--- src/rtl/rt_ibex_pcs_frame_stack_pkg.sv ---
// rtl/rt_ibex_pcs_frame_stack_pkg.sv - PCS backend selection enum and frame stack sizing helpers
package rt_ibex_pcs_frame_stack_pkg;

  // Backends selectable by the PCS register file's generate block.
  typedef enum integer {
    NoPCS,
    LifoPCS,
    FrameStackPCS
  } pcs_e;

  function automatic int unsigned pcs_sp_width(input int unsigned depth);
    return $clog2(depth + 1);
  endfunction

  function automatic int unsigned pcs_idx_width(input int unsigned depth);
    return (depth > 1) ? $clog2(depth) : 1;
  endfunction

endpackage

--- src/rtl/rt_ibex_pcs_frame_stack.sv ---
// rtl/rt_ibex_pcs_frame_stack.sv - PCS frame stack with level tags, status and deferred pop
module rt_ibex_pcs_frame_stack
  import rt_ibex_pcs_frame_stack_pkg::*;
#(
  parameter int unsigned NrSavedRegs   = 18,
  parameter int unsigned DataWidth     = 32,
  parameter int unsigned IrqLevelWidth = 8,
  parameter int unsigned Depth         = 4
) (
  input  logic                               clk_i,
  input  logic                               rst_ni,
  input  logic [IrqLevelWidth-1:0]           irq_level_i,
  input  logic                               irq_ack_i,
  input  logic                               irq_exit_i,
  input  logic [NrSavedRegs*DataWidth-1:0]   store_data_i,
  input  logic                               next_mret_i,
  output logic [NrSavedRegs*DataWidth-1:0]   restore_data_o,
  output logic                               restore_en_o,
  output logic [pcs_sp_width(Depth)-1:0]     depth_o,
  output logic                               full_o,
  output logic                               empty_o,
  output logic                               overflow_o,
  output logic [IrqLevelWidth-1:0]           top_level_o
);

  localparam int unsigned FrameW = NrSavedRegs * DataWidth;
  localparam int unsigned SpW    = pcs_sp_width(Depth);
  localparam int unsigned IdxW   = pcs_idx_width(Depth);
  localparam logic [SpW-1:0] SpMax = SpW'(Depth);

  typedef enum logic {
    IDLE,
    POP_PEND
  } pcs_fs_state_e;

  pcs_fs_state_e state_q, state_d;

  logic [SpW-1:0]           sp_q, sp_d;
  logic [FrameW-1:0]        frames_rd [Depth];
  logic [IrqLevelWidth-1:0] tags_rd   [Depth];
  logic [IdxW-1:0]          wr_idx, top_idx;
  logic [FrameW-1:0]        top_frame;
  logic [FrameW-1:0]        restore_data_q;
  logic                     restore_en_q, overflow_q;
  logic                     full, empty, pend_q, pop_req;
  logic                     push_ok, pop_fire, discard_fire;

  assign full    = (sp_q == SpMax);
  assign empty   = (sp_q == '0);
  assign pend_q  = (state_q == POP_PEND);
  assign pop_req = next_mret_i | pend_q;

  // Push always wins the cycle; a colliding pop is deferred, a colliding discard is dropped.
  assign push_ok      = irq_ack_i & ~full;
  assign pop_fire     = ~irq_ack_i & pop_req & ~empty;
  assign discard_fire = ~irq_ack_i & ~pop_req & irq_exit_i & ~empty;

  assign wr_idx  = sp_q[IdxW-1:0];
  assign top_idx = sp_q[IdxW-1:0] - IdxW'(1);

  for (genvar g = 0; g < Depth; g++) begin : g_frame
    logic [FrameW-1:0]        frame_q;
    logic [IrqLevelWidth-1:0] tag_q;
    logic                     we;

    assign we = push_ok & (wr_idx == IdxW'(g));

    always_ff @(posedge clk_i) begin
      if (we) begin
        frame_q <= store_data_i;
        tag_q   <= irq_level_i;
      end
    end

    assign frames_rd[g] = frame_q;
    assign tags_rd[g]   = tag_q;
  end

  assign top_frame = frames_rd[top_idx];

  always_comb begin
    state_d = state_q;
    unique case (state_q)
      IDLE:     if (irq_ack_i && next_mret_i) state_d = POP_PEND;
      POP_PEND: if (!irq_ack_i) state_d = IDLE;
      default:  state_d = IDLE;
    endcase
  end

  always_comb begin
    sp_d = sp_q;
    if (push_ok) begin
      sp_d = sp_q + SpW'(1);
    end else if ((pop_fire || discard_fire) && !empty) begin
      sp_d = sp_q - SpW'(1);
    end
  end

  always_ff @(posedge clk_i or negedge rst_ni) begin
    if (!rst_ni) begin
      state_q        <= IDLE;
      sp_q           <= '0;
      overflow_q     <= 1'b0;
      restore_en_q   <= 1'b0;
      restore_data_q <= '0;
    end else begin
      state_q      <= state_d;
      sp_q         <= sp_d;
      restore_en_q <= pop_fire;
      if (irq_ack_i && full) overflow_q <= 1'b1;
      if (pop_fire) restore_data_q <= top_frame;
    end
  end

  assign restore_data_o = restore_data_q;
  assign restore_en_o   = restore_en_q;
  assign depth_o        = sp_q;
  assign full_o         = full;
  assign empty_o        = empty;
  assign overflow_o     = overflow_q;
  assign top_level_o    = empty ? '0 : tags_rd[top_idx];

  sp_in_range_a: assert property (@(posedge clk_i) disable iff (!rst_ni)
    sp_q <= SpMax);

  pulse_needs_pops_a: assert property (@(posedge clk_i) disable iff (!rst_ni)
    (restore_en_q && $past(restore_en_q)) |-> ($past(pop_fire) && $past(pop_fire, 2)));

endmodule

--- config.mk ---
export PLATFORM = sky130hd
export DESIGN_NAME = rt_ibex_pcs_frame_stack
export DESIGN_NICKNAME = d
export VERILOG_FILES = /design/src/rtl/rt_ibex_pcs_frame_stack_pkg.sv /design/src/rtl/rt_ibex_pcs_frame_stack.sv
export SDC_FILE = /design/constraint.sdc
export NUM_CORES = 2
export LEC_CHECK = 0
export CAP_MARGIN = 20
export CORE_AREA = 2 2 465 467
export DETAILED_ROUTE_END_ITERATION = 16
export DIE_AREA = 0 0 467 469
export PLACE_DENSITY = 0.81
export SYNTH_ARGS = -nofsm -noshare
export SYNTH_HDL_FRONTEND = slang
export SYNTH_SLANG_ARGS = --single-unit
--- constraint.sdc ---
create_clock -name clk_i -period 17.6 [get_ports clk_i]
set_clock_uncertainty 0.2 [all_clocks]
set_input_delay 3.52 -clock clk_i [delete_from_list [all_inputs] [get_ports clk_i]]
set_output_delay 3.52 -clock clk_i [all_outputs]
set_load 0.02 [all_outputs]
==> key figures <==
Clock tree
  – Max clock buf depth: 4
  – CTS tree: done
  – Post-CTS setup buffers: 0
  – Worst skew pair latency: 0.93 ns
  – Clk sink count: 2918
  – Hold Buf Count CTS: 0
  – CTS buffer count: 304
  – H-tree level count: 5
  – Clk pin slew, worst setup/hold paths: 0.06 ns
  – PostCTS Resize Cnt: 0
  – CTS Root Cell: clkbuf_16

GRT
  – Grt peak-use layer: met2
  – GRT Overall Usage: 23.8%
  – Vias in the first global route: 53877
  – First-pass GRT wire length: 379000 um
  – Grt total ovfl: 0
  – M3 GR Usage: 8.29%
  – Global routing usage on met1: 28.2%
  – Initial antenna violation count: 100
  – Met2 GRT Util: 39.0%
  – Largest net degree at the start of global routing: 150

Power
  – Design Power: 0.0246 W
  – Clock power share: 25.5%
  – Logic pwr share: 33.8%
  – Peak VDD IR: 0.182 mV
  – Net Sw Frac: 31.1%
  – Seq pwr share: 40.7%
  – Pwr dens: 188 nW/um2
  – Lkg Pwr: 44.0 nW
  – Switch Pwr: 0.00766 W
  – Internal: 0.0169 W

Timing
  – Rel. slew slack: 24.9%
  – Final setup fails: 0
  – Period utilization: 47.1%
  – Max Clk Rate: 0.121 GHz
  – Final Max Slew Viols: 0
  – Final hold violations: 0
  – Worst slew pin tran: 1.13 ns
  – Final WS setup: 9.31 ns
  – Post-layout min period: 8.29 ns
  – RSZ-0062 raised after global routing: no

Cells and area
  – Most frequent cells in the layout: edfxtp_1 (2336), clkdlybuf4s50_1 (1178), mux4_2 (584)
  – Fill cells: 13777
  – Area Overhead vs Synth: 23.0%
  – Share of layout cells above drive strength 1: 28.2%
  – Post-layout util: 61.1%
  – NumNets Final: 6266
  – Commonest non-fill, non-tap cell in the layout: edfxtp_1

Synth
  – Yosys reg bits: 2918
  – Post-Syn Area per Cell: 24.6 um2
  – Warnings from Yosys: 0
  – Asr flop ratio synth: 19.9%
  – Mapped cell area: 106000 um2
  – Mapped Cells: 4320
  – Seq/Total Area, Yosys: 79.7%
  – EDFF count, synth: 2336
  – Netlist cell types: 34
  – Syn Nets: 4914
  – Main synth FF type: edfxtp_1

Route
  – Drt wl/cell: 30.2 um
  – Routed Antenna Nets: 0
  – Pre-Repair DR Iteration Count: 7
  – DR vias/cell: 5.80
  – Iter 0 DRT Violations: 4896
  – Final WL: 266000 um
  – Vias: 51051
  – DRC Markers: 0

Setup path
  – Data required, critical path: 13.88 ns
  – Crit-path max FO: 52
  – Crit Path Class: flip-flop to output port
  – Crit path DAT: 4.57 ns
  – Setup crit end kind: output port
  – Critical Path Source: depth_o[0]$_DFFE_PN0P_
  – RR Startpoint: depth_o[0]$_DFFE_PN0P_
  – Startpoint types: flip-flop

Run status
  – Status: finished clean

Placement
  – PortBufs: 1179
  – DP HPWL: 160000 um
  – GP Congestion: 0.826
  – Post-place setup slack: 9.39 ns

Floorplanning
  – I/O Pins: 1180
  – Die Wd: 467 um
  – Core area: 214000 um2
  – Die area: 219000 um2
  – Chip Height: 469 um
  – Cell Rows: 170
  – Initial Utilization: 49.7%

Min path
  – Worst hold path class: flip-flop to flip-flop
  – Hold Path Origin: overflow_o$_DFFE_PN0P_

Flow run
  – Max capacitance violation total: 0
## sequential cells by signal, indices dropped and copies added, names as in the netlist
register,flops
g_frame.tag_q,32
pend_q,1
g_frame.frame_q,2304
overflow_o,1
restore_data_o,576
restore_en_o,1
depth_o,3
## worst max-delay path, cell delays in order, from the launching register on
cell	delay, ns
dfrtp_4	0.63
inv_1	0.18
ha_4	0.83
buf_4	0.79
mux4_2	0.35
nor2b_1	0.17
clkdlybuf4s50_1	0.65
## kinds of logic (layout without fill, tap and decap cells)
family	count (synthesis)	after routing	synth area share, %
XOR/XNOR	2	2	0.0165
AO/OA/AOI/OAI	10	10	0.0730
buffers and inverters	199	1781	1.50
flip-flops	2918	2918	79.7
AND/OR/NAND/NOR	26	26	0.157
multiplexers	1160	1160	18.5
other	0	63	0
adder cells (fa/ha/maj)	5	5	0.0589
## worst paths after layout
check	to	slack, ns	cells after the start
max in group asynchronous	restore_data_o[133]$_DFFE_PN0P_	11.76	4
max reg2reg	restore_data_o[235]$_DFFE_PN0P_	10.62	9
max	top_level_o[2]	9.31	6
min	overflow_o$_DFFE_PN0P_	0.27	1
min reg2reg	overflow_o$_DFFE_PN0P_	0.27	1
min in group asynchronous	restore_data_o[329]$_DFFE_PN0P_	2.46	1
## power groups by stage
stage	sequential (W)	combinational (W)	clock (W)
6_report	0.0100	0.00832	0.00628
5_1_grt	0.0101	0.00871	0.00661
4_1_cts	0.0100	0.00840	0.00636
3_5_place_dp	0.0101	0.00825	0
3_3_place_gp	0.00998	0.00814	0
2_1_floorplan	0.0111	0.00427	0
## routing by layer
layer	wire [um]	part of all wire, %
met5	590	0.22
met3	26500	10
met2	134000	50
met1	91400	34
met4	13700	5.1
## cell usage after synthesis (3+ instances only)
master / count / area [um2]
edfxtp_1: 2336 / 70100
mux4_2: 584 / 13200
dfrtp_1: 582 / 14600
mux2_2: 576 / 6490
buf_6: 99 / 1110
clkbuf_1: 51 / 191
buf_4: 23 / 173
buf_2: 15 / 75.1
nor2b_1: 9 / 56.3
buf_1: 8 / 30.0
ha_1: 5 / 62.6
and3_1: 3 / 18.8
inv_1: 3 / 11.3
## through the flow
step	cell area (um2)	hold WS, ns	TNS, ns	instances
final	131000	0.275	0	8803
after global routing	131000	0.297	0	8781
after CTS	131000	0.279	0	8739
after detailed placement	121000	0.264	0	8203
after global placement	121000	0.252	0	8203
after floorplan	106000	0.346	-295.80	4320
## area by class of cell
type | count | area (um2) | area share, %
Clock inverter | 104 | 1170 | 0.893
Tap cell | 2838 | 3550 | 2.72
Inverter | 3 | 11.3 | 0.00862
Sequential cell | 2918 | 84700 | 64.8
Multi-Input combinational cell | 1203 | 20000 | 15.3
Clock buffer | 432 | 8570 | 6.56
Timing Repair Buffer | 1242 | 12500 | 9.58
Antenna cell | 63 | 158 | 0.121
Power figures use the tool's default switching activity.
